--- src/rtl/if_stage.sv ---
// Instruction-fetch stage: PC register, IF/ID pipeline register and a BOOT/RUN sequencer.
// Optional stall/flush statistics counters are compiled in with IF_STALL_STATS_EN.
module if_stage #(
    parameter logic [31:0] RESET_PC = 32'h0000_0000
) (
    input  logic        clk,
    input  logic        reset_n,
    input  logic        PCwrite,
    input  logic        IFIDwrite,
    input  logic        flush,
    input  logic [31:0] branch_target,
    input  logic [31:0] instr_in,
    output logic [31:0] pc_out,
    output logic [31:0] ifid_pc4,
    output logic [31:0] ifid_instr,
    output logic        ifid_valid,
    output logic        dbg_state
`ifdef IF_STALL_STATS_EN
    ,
    output logic [15:0] stall_cnt,
    output logic [15:0] flush_cnt
`endif
);

    typedef enum logic {S_BOOT = 1'b0, S_RUN = 1'b1} seq_state_t;

    seq_state_t  state_q, state_d;
    logic [31:0] pc_q, pc_d;
    logic [31:0] pc_plus4;
    logic [31:0] ifid_pc4_q, ifid_pc4_d;
    logic [31:0] ifid_instr_q, ifid_instr_d;
    logic        ifid_valid_q, ifid_valid_d;

    // Redirect targets are word aligned, so the low two target bits are dropped.
    logic unused_ok;
    assign unused_ok = &{1'b0, branch_target[1:0]};

    always_ff @(posedge clk) begin
        if (!reset_n) begin
            state_q      <= S_BOOT;
            pc_q         <= RESET_PC;
            ifid_pc4_q   <= 32'h0;
            ifid_instr_q <= 32'h0;
            ifid_valid_q <= 1'b0;
        end else begin
            state_q      <= state_d;
            pc_q         <= pc_d;
            ifid_pc4_q   <= ifid_pc4_d;
            ifid_instr_q <= ifid_instr_d;
            ifid_valid_q <= ifid_valid_d;
        end
    end

    // ifid_valid qualifies ifid_instr/ifid_pc4: 1 = real fetched instruction, 0 = bubble.
    // There is no back-pressure; PCwrite and IFIDwrite are independent load enables.
    always_comb begin
        state_d      = S_RUN;
        pc_plus4     = pc_q + 32'd4;
        pc_d         = pc_q;
        ifid_pc4_d   = ifid_pc4_q;
        ifid_instr_d = ifid_instr_q;
        ifid_valid_d = ifid_valid_q;

        if (flush) begin
            pc_d = {branch_target[31:2], 2'b00};
        end else if (PCwrite) begin
            pc_d = pc_plus4;
        end

        if (flush) begin
            ifid_pc4_d   = 32'h0;
            ifid_instr_d = 32'h0;
            ifid_valid_d = 1'b0;
        end else if (IFIDwrite) begin
            ifid_pc4_d   = pc_plus4;
            ifid_instr_d = instr_in;
            // The first fetch after reset is not trusted as a real instruction.
            ifid_valid_d = (state_q == S_RUN);
        end
    end

    assign pc_out     = pc_q;
    assign ifid_pc4   = ifid_pc4_q;
    assign ifid_instr = ifid_instr_q;
    assign ifid_valid = ifid_valid_q;
    assign dbg_state  = (state_q == S_RUN);

`ifdef IF_STALL_STATS_EN
    logic [15:0] stall_cnt_q;
    logic [15:0] flush_cnt_q;

    always_ff @(posedge clk) begin
        if (!reset_n) begin
            stall_cnt_q <= 16'h0000;
            flush_cnt_q <= 16'h0000;
        end else begin
            if (state_q == S_RUN && !PCwrite && !flush && stall_cnt_q != 16'hFFFF)
                stall_cnt_q <= stall_cnt_q + 16'd1;
            if (flush && flush_cnt_q != 16'hFFFF)
                flush_cnt_q <= flush_cnt_q + 16'd1;
        end
    end

    assign stall_cnt = stall_cnt_q;
    assign flush_cnt = flush_cnt_q;
`endif

endmodule

--- config.mk ---
export PLATFORM = sky130hd
export DESIGN_NAME = if_stage
export DESIGN_NICKNAME = d
export VERILOG_FILES = /design/src/rtl/if_stage.sv
export SDC_FILE = /design/constraint.sdc
export NUM_CORES = 1
export LEC_CHECK = 0
export ABC_AREA = 1
export BUFFER_PORTS_ARGS = -buffer_cell sky130_fd_sc_hd__buf_4
export CAP_MARGIN = 20
export CELL_PAD_IN_SITES_DETAIL_PLACEMENT = 1
export CELL_PAD_IN_SITES_GLOBAL_PLACEMENT = 1
export CORE_MARGIN = 4
export CORE_UTILIZATION = 28
export DETAILED_ROUTE_END_ITERATION = 7
export GPL_TIMING_DRIVEN = 1
export HOLD_SLACK_MARGIN = 0.03
export PLACE_DENSITY_LB_ADDON = 0.1
export REMOVE_ABC_BUFFERS = 1
export SLEW_MARGIN = 20
export SYNTH_ARGS = -nofsm -noshare
export SYNTH_HDL_FRONTEND = slang
export SYNTH_SLANG_ARGS = --single-unit
--- constraint.sdc ---
create_clock -name clk -period 1.3 [get_ports clk]
set_input_delay 0.195 -clock clk [delete_from_list [all_inputs] [get_ports clk]]
set_output_delay 0.195 -clock clk [all_outputs]
set_load 0.05 [all_outputs]
Yosys cells after proc, flatten, opt, wreduce, memory -nomap -nowiden:

Index checks and enable logic that the tools add are counted.

* flip-flop bits (word level): 98
* bits of input ports: 69

* $add $sub $neg: 1
* multiplexer cells: 3
* bitwise gates (word level): 1
* reductions and logical operators: 2

Operator list (number)
* $mux W32: 2
* $add A32 B3 Y32 const B: 1
* $reduce_bool A2 Y1: 1
* $reduce_or A2 Y1: 1
* $mux W1: 1
* $not A1 Y1: 1

Logic depth before layout (Yosys ltp):

Gate-level depths: netlist of run 1.

* word-level depth: 3
* gate-level depth with buffers: 10
* depth with buffers taken out: 10

Least setup slack after synthesis of run 1:

OpenSTA, ideal clock, no wires.

* path type: reg-to-reg
* start point: register pc_q[3], in the netlist pc_out[3]
* end point: register ifid_pc4_q[28], in the netlist ifid_pc4[28]
* setup time: 0.115 ns
* arrival time: 1.770 ns
* data required time: 1.185 ns
* path slack: -0.585 ns
* cell stages (with the launch flop): 11
* path buffers: 0
* clock period less this slack: 1.885 ns
* cells stage by stage: dfxtp_1 > ha_1 > nand2_1 > nor2_2 > nand2_4 > nor2_4 > nand2_1 > nand2_1 > nand2_1 > o21ai_0 > inv_1

* word-level cells in the longest chain between the ends: 1

RTL lines
* start: declaration: line 28 `logic [31:0] pc_q, pc_d;`
* start signal: assignment: line 47 `pc_q <= pc_d;`
* $add A32 B3 Y32: line 58 `pc_plus4 = pc_q + 32'd4;`
* end signal: assignment: line 48 `ifid_pc4_q <= ifid_pc4_d;`
* end: declaration: line 30 `logic [31:0] ifid_pc4_q, ifid_pc4_d;`

Every way passes these cells.
A chain may end at the register's enable or synchronous reset.

Worst setup path in the final report of run 1:

* start point: register pc_q[3], in the netlist pc_out[3]
* end point: register ifid_pc4_q[30], in the netlist ifid_pc4[30]

Same word-level chain as after synthesis.

==> results of run 1 <==
==> critical path, stage by stage (launching register included) <==
cell and delay [ps]:
dfxtp_2 370, ha_4 170, nand2_4 60, nor2_4 120
nand2_4 110, nor2_4 200, nand2_1 70, nand2_1 80
nand2_2 60, o21ai_2 120, inv_1 40
==> sequential cells by signal (all words and copies together), names as in the netlist <==
name and flops:
ifid_valid 1, ifid_pc4 30, ifid_instr 32, pc_out 30, dbg_state 1
==> cells by family (layout without fill, tap and decap cells) <==
| logic type | Yosys count | in the layout | synth area share |
|---|---|---|---|
| flops | 94 | 94 | 0.4327 |
| fa+ha+maj | 1 | 1 | 0.002876 |
| compound gates | 118 | 118 | 0.1510 |
| buf+inv | 86 | 300 | 0.08084 |
| other cells | 1 | 4 | 0.0008622 |
| xor+xnor | 15 | 15 | 0.03193 |
| simple gates | 310 | 310 | 0.2998 |
==> per-layer routing <==
layer / track usage / vias to the layer above / share of wire
met5: 0 / - / 0
met3: 0.04753 / 15 / 0.049
met1: 0.2456 / 2278 / 0.47
li1: - / 2385 / -
met2: 0.3145 / 120 / 0.47
met4: 0.04273 / 0 / 0.011
==> cell type report <==
type,count,area (um2),share of cell area
Multi-Input combinational cell,448,2442,0.3487
Sequential cell,94,1906,0.2721
Timing Repair Buffer,235,1881,0.2685
Clock buffer,10,239.0,0.03412
Tap cell,188,235.2,0.03358
Inverter,49,186.4,0.02662
Clock inverter,6,115.1,0.01643
==> power by group through the flow <==
| stage | sequential [mW] | combinational, mW | clock (mW) |
|---|---|---|---|
| 2_1_floorplan | 3.59 | 0.338 | 0 |
| 5_1_grt | 3.12 | 1.69 | 3.39 |
| 3_3_place_gp | 3.16 | 1.47 | 0 |
| 6_report | 3.11 | 1.58 | 3.19 |
| 4_1_cts | 3.10 | 1.53 | 3.27 |
| 3_5_place_dp | 3.16 | 1.49 | 0 |
==> cell usage in the layout, fill, tap and decap left out, types with 4 or more instances in the layout <==
| cell | instances |
|---|---|
| buf_4 | 214 |
| nand2_1 | 172 |
| dfxtp_1 | 75 |
| nor2_1 | 63 |
| a21oi_1 | 46 |
| inv_1 | 45 |
| nand2_2 | 21 |
| a22oi_1 | 21 |
| dfxtp_2 | 19 |
| o21ai_1 | 16 |
| nor2_2 | 15 |
| buf_6 | 15 |
| a21oi_2 | 13 |
| o21ai_0 | 12 |
| nor2_4 | 10 |
| nand3_1 | 10 |
| clkbuf_16 | 9 |
| nand3_2 | 8 |
| xor2_2 | 7 |
| a31oi_1 | 7 |
| and2_1 | 4 |
| conb_1 | 4 |
| buf_12 | 4 |
==> what timing repair did <==
| item | 4_1_cts | 5_1_grt |
|---|---|---|
| pin swaps | 17 | 32 |
| endpoints found under the setup margin | 60 | 68 |
| hold buffers | 1 | 0 |
| endpoints found under the hold margin | 1 | 0 |
| setup buffers | 3 | 8 |
| gates resized for setup | 55 | 69 |
==> metrics by stage <==
step                instance area [um2]  setup TNS, ps  utilization  worst slack (ps)
global route                       7004         -11160       0.4607            -295.6
floorplan                          4193         -46410            -            -627.3
detailed placement                 6165          -8532       0.4055            -332.5
finish                             7004          -5876       0.4607            -194.9
global placement                   6165          -5802       0.4055            -228.2
CTS                                6719          -6041       0.4420            -202.8
==> worst max-delay path by stage <==
stage | end | cells past startpoint | from
finish | ifid_pc4[30]$_SDFFE_PP0P_ | 10 | pc_out[3]$_SDFFE_PN0P_
global route | ifid_pc4[30]$_SDFFE_PP0P_ | 10 | pc_out[3]$_SDFFE_PN0P_
CTS | pc_out[12]$_SDFFE_PN0P_ | 8 | pc_out[3]$_SDFFE_PN0P_
detailed placement | pc_out[12]$_SDFFE_PN0P_ | 8 | pc_out[2]$_SDFFE_PN0P_
global placement | ifid_pc4[28]$_SDFFE_PP0P_ | 10 | pc_out[2]$_SDFFE_PN0P_
floorplan | ifid_pc4[25]$_SDFFE_PP0P_ | 6 | reset_n
==> metrics.md, run 1 <==
| Metric | Value |
|---|---|
| Top cell type by total area after synthesis | `dfxtp_1` |
| Internal power | `5.551 mW` |
| FILL cells | `1900` |
| Hold path endpoint | `pc_out[2]$_SDFFE_PN0P_` |
| Yosys cell types | `27` |
| Clock sinks | `94` |
| Core area | `15200 um2` |
| PnR worst setup slack | `-194.9 ps` |
| Vias per cell | `4.658` |
| Sequential power share | `0.394` |
| Clock buffer depth | `2` |
| Register area share after synthesis | `0.4327` |
| Drt wl/cell | `16.33 um` |
| Count leader, synth | `nand2_1` |
| Detailed Route WL | `16820 um` |
| Clk_skew | `6.203 ps` |
| CTS clk-pin slew, worst paths | `70 ps` |
| Final net count | `907` |
| Die width | `132.6 um` |
| Crit-path max FO | `5` |
| Syn Area/Cell | `6.959 um2` |
| Sw Ratio | `0.2955` |
| Io pins | `167` |
| Initial drt markers | `198` |
| Number of H-tree levels | `3` |
| Pwr/cell area | `1125 nW/um2` |
| Die Ht | `132.6 um` |
| RSZ-0062 raised after global routing | `yes` |
| Worst vdd ir | `0.6314 mV` |
| Die ar. | `17590 um2` |
| Initial Util | `0.2861` |
| Non-filler cells, final | `1030` |
| WHS | `96.08 ps` |
| Worst skew pair latency | `350 ps` |
| HP Class | `input pin to register` |
| Buffers on Ports | `160` |
| DRC Markers | `0` |
| Grt ovf | `0` |
| Clock power share | `0.405` |
| Gr usage total | `0.1882` |
| CP arrival | `1750 ps` |
| Post-synth top cells | `nand2_1 (191), dfxtp_1 (94), nor2_1 (75)` |
| Reg-to-Reg Start | `pc_out[3]$_SDFFE_PN0P_` |
| Hold path depth | `3` |
| Ys flop type | `dfxtp_1` |
| Net Switching | `2.328 mW` |
| Root Driver | `clkbuf_16` |
| Hold wc startpoint | `reset_n` |
| Placed cells | `1003` |
| Top cells by area, synth | `dfxtp_1 (43%), nand2_1 (16%), a21oi_1 (6.8%)` |
| Initial DRT Pass Iterations | `4` |
| Max frequency | `668.9 MHz` |
| Failing checks | `setup timing` |
| Std cell rows | `45` |
| Asr flop ratio synth | `0` |
| Post-synthesis instance total | `625` |
| Synthesized cell area | `4349 um2` |
| Yosys warning count | `0` |
| Routability cong. | `0.8245` |
| Dpl hpwl | `12300 um` |
| Max Slew Vio Count | `0` |
| Startpoint Class | `register` |
| MaxCap Viol Count | `0` |
| Vias in the first global route | `5050` |
| Final min period | `1495 ps` |
| Comb power frac | `0.201` |
| Power, Total | `7.879 mW` |
| Synth top area share | `0.4327` |
| CTS tree | `yes` |
| Antenna fix cells | `0` |
| DR vias | `4798` |
| Fraction of layout cells with a size suffix above 1 | `0.4252` |
| Final hold vios | `0` |
| Fin crit share | `1.150` |
| Synthesized flop and latch total | `94` |
| R2R depth | `10` |
| CP endpoint kind | `register` |
| Largest net degree at the start of global routing | `43` |
| Crit Reg-Reg Endpoint | `ifid_pc4[30]$_SDFFE_PP0P_` |
| Crit path required time | `1560 ps` |
| Antenna violations before repair | `0` |
| # setup viols final | `50` |
| Area Growth Syn to Fin | `61.05%` |
| Post-synth EDFFs | `0` |
| Remaining antenna violation count | `0` |
| Result of the run | `finished with violations` |
| Leak | `3.254 nW` |
| Crit path kind | `register to register` |
| CTS Buf Count | `9` |
| R2R Setup Slk | `-190 ps` |
| First-pass GRT wire length | `26600 um` |
No activity file was read; power rests on OpenSTA's default activity.
==> run 2: changes to the inputs <==
- CORE_ASPECT_RATIO: not set -> 2
==> metrics.md, run 2 (synthesis gave the netlist of run 1 again) <==
| Metric | Value |
|---|---|
| Area Growth Syn to Fin | `62.43% (was 61.05%)` |
| CTS tree | `yes (unchanged)` |
| Startpoint Class | `register (unchanged)` |
| DR vias | `4832 (was 4798)` |
| Gr usage total | `0.1886 (was 0.1882)` |
| Crit path required time | `1540 ps (was 1560 ps)` |
| PnR worst setup slack | `-204.4 ps (was -194.9 ps)` |
| First-pass GRT wire length | `25660 um (was 26600 um)` |
| Number of H-tree levels | `3 (unchanged)` |
| HP Class | `input pin to register (unchanged)` |
| Initial Util | `0.2844 (was 0.2861)` |
| Final core utilization | `0.4619 (was 0.4607)` |
| Crit path kind | `register to register (unchanged)` |
| Worst vdd ir | `0.6142 mV (was 0.6314 mV)` |
| Vias per cell | `4.646 (was 4.658)` |
| Dpl hpwl | `12200 um (was 12300 um)` |
| Io pins | `167 (unchanged)` |
| Std cell rows | `64 (was 45)` |
| Detailed Route WL | `16820 um (about the same)` |
| Routability cong. | `0.7876 (was 0.8245)` |
| Die ar. | `17710 um2 (was 17590 um2)` |
| CP endpoint kind | `register (unchanged)` |
| Clock buffer depth | `2 (unchanged)` |
| Max Slew Vio Count | `0 (unchanged)` |
| DRC Markers | `0 (unchanged)` |
| Final net count | `907 (unchanged)` |
| Die width | `96.13 um (was 132.6 um)` |
| Post-Route Setup TNS | `-6481 ps (was -5876 ps)` |
| Drt wl/cell | `16.17 um (was 16.33 um)` |
| Core area | `15290 um2 (was 15200 um2)` |
| Root Driver | `clkbuf_16 (unchanged)` |
| CTS clk-pin slew, worst paths | `70 ps (about the same)` |
| Grt ovf | `0 (unchanged)` |
| MaxCap Viol Count | `0 (unchanged)` |
| Die Ht | `184.3 um (was 132.6 um)` |
| FILL cells | `1904 (was 1900)` |
| Most common cell after layout, fill and taps aside | `buf_4 (unchanged)` |
| Largest net degree at the start of global routing | `53 (was 43)` |
| CP arrival | `1750 ps (about the same)` |
| Result of the run | `finished with violations (unchanged)` |
| Leak | `3.285 nW (was 3.254 nW)` |
| Crit-path max FO | `5 (unchanged)` |
| Final min period | `1504 ps (was 1495 ps)` |
| Fin crit share | `1.157 (was 1.150)` |
| Antenna fix cells | `0 (unchanged)` |
| Buffers on Ports | `160 (unchanged)` |
| RSZ-0062 raised after global routing | `yes (unchanged)` |
| Initial DRT Pass Iterations | `4 (unchanged)` |
| R2R Setup Slk | `-200 ps (was -190 ps)` |
| Clock sinks | `94 (unchanged)` |
| Clk_skew | `10.18 ps (was 6.203 ps)` |
| Antenna violations before repair | `0 (unchanged)` |
| Fraction of layout cells with a size suffix above 1 | `0.4371 (was 0.4252)` |
| Vias in the first global route | `5015 (was 5050)` |
| Max frequency | `664.7 MHz (was 668.9 MHz)` |
| CTS Buf Count | `9 (unchanged)` |
| Pwr/cell area | `1027 nW/um2 (was 1125 nW/um2)` |
| Final hold vios | `0 (unchanged)` |
| Worst skew pair latency | `350 ps (about the same)` |
| Remaining antenna violation count | `0 (unchanged)` |
| Initial drt markers | `134 (was 198)` |
| # setup viols final | `51 (was 50)` |
| Number of flip-flops in the largest register | `32 (unchanged)` |
| Pre-CTS WS | `-292.2 ps (was -332.5 ps)` |
| Most frequent cells in the layout | `buf_4 (213), nand2_1 (166), dfxtp_1 (74), nor2_1 (57), a21oi_1 (49) (was buf_4 (214), nand2_1 (172), dfxtp_1 (75), nor2_1 (63), a21oi_1 (46))` |
| Failing checks | `setup timing (unchanged)` |
## run 2: cell count changes in the layout (fill, tap and decap cells not counted), sizes merged
cell / before / now
bufinv: 3 / 0
clkbuf: 10 / 11
clkinv: 0 / 3
clkinvlp: 1 / 2
inv: 51 / 49
## run 2: worst max-delay path, cell delays in order, from the launching register on
cell	delay (ps)
dfxtp_2	350
buf_6	110
nand2_4	40
nor2_4	170
nand2_4	120
nor2_4	230
nand2_1	80
nand2_1	70
nand2_2	60
o21ai_2	120
inv_1	40
## run 2: routing by layer
metal | global-route usage | share of wire | wire length [um]
met3 | 0.02328 | 0.039 | 654
met4 | 0.06385 | 0.015 | 249
met1 | 0.1968 | 0.36 | 6043
met2 | 0.3700 | 0.59 | 9870
met5 | 0 | 0 | 0
## run 2: worst paths after layout
path,start,endpoint,depth (start not counted)
setup / recovery,pc_out[3]$_SDFFE_PN0P_,ifid_pc4[25]$_SDFFE_PP0P_,10
hold / removal,reset_n,pc_out[2]$_SDFFE_PN0P_,3
setup reg to reg,pc_out[3]$_SDFFE_PN0P_,ifid_pc4[25]$_SDFFE_PP0P_,10
hold reg to reg,ifid_instr[5]$_SDFFE_PP0P_,ifid_instr[5]$_SDFFE_PP0P_,2
## run 2: layout make-up
| cell class | instances | area [um2] | share of cell area |
|---|---|---|---|
| clock inverter | 5 | 33.78 | 0.004782 |
| inverter | 49 | 183.9 | 0.02604 |
| tap | 198 | 247.7 | 0.03507 |
| timing repair buffer | 235 | 1909 | 0.2703 |
| multi-input combinational | 448 | 2517 | 0.3564 |
| sequential | 94 | 1919 | 0.2717 |
| clock buffer | 11 | 252.7 | 0.03578 |
## run 2: report_power, final
part	switching, mW	internal, mW	total [mW]
sequential	0.101	3.00	3.11
combinational	0.977	0.604	1.58
clock	1.17	1.40	2.57
## run 2: timing repair
item                                    4_1_cts  5_1_grt
hold buffers                                  1        0
gates cloned                                  0        0
endpoints found under the hold margin         1        0
resized for setup                            54       97
setup buffers                                 4        7
pin swaps                                    17       43
endpoints found under the setup margin       59       62
## run 2: through the flow
step	instance area (um2)	std cells	total power, mW	hold WS [ps]
2_1_floorplan	4193	591	3.925	222.7
3_3_place_gp	6197	1014	4.624	338.0
3_5_place_dp	6197	1014	4.647	338.4
4_1_cts	6684	1034	7.286	53.56
5_1_grt	7064	1040	7.583	87.36
6_report	7064	1040	7.258	64.26
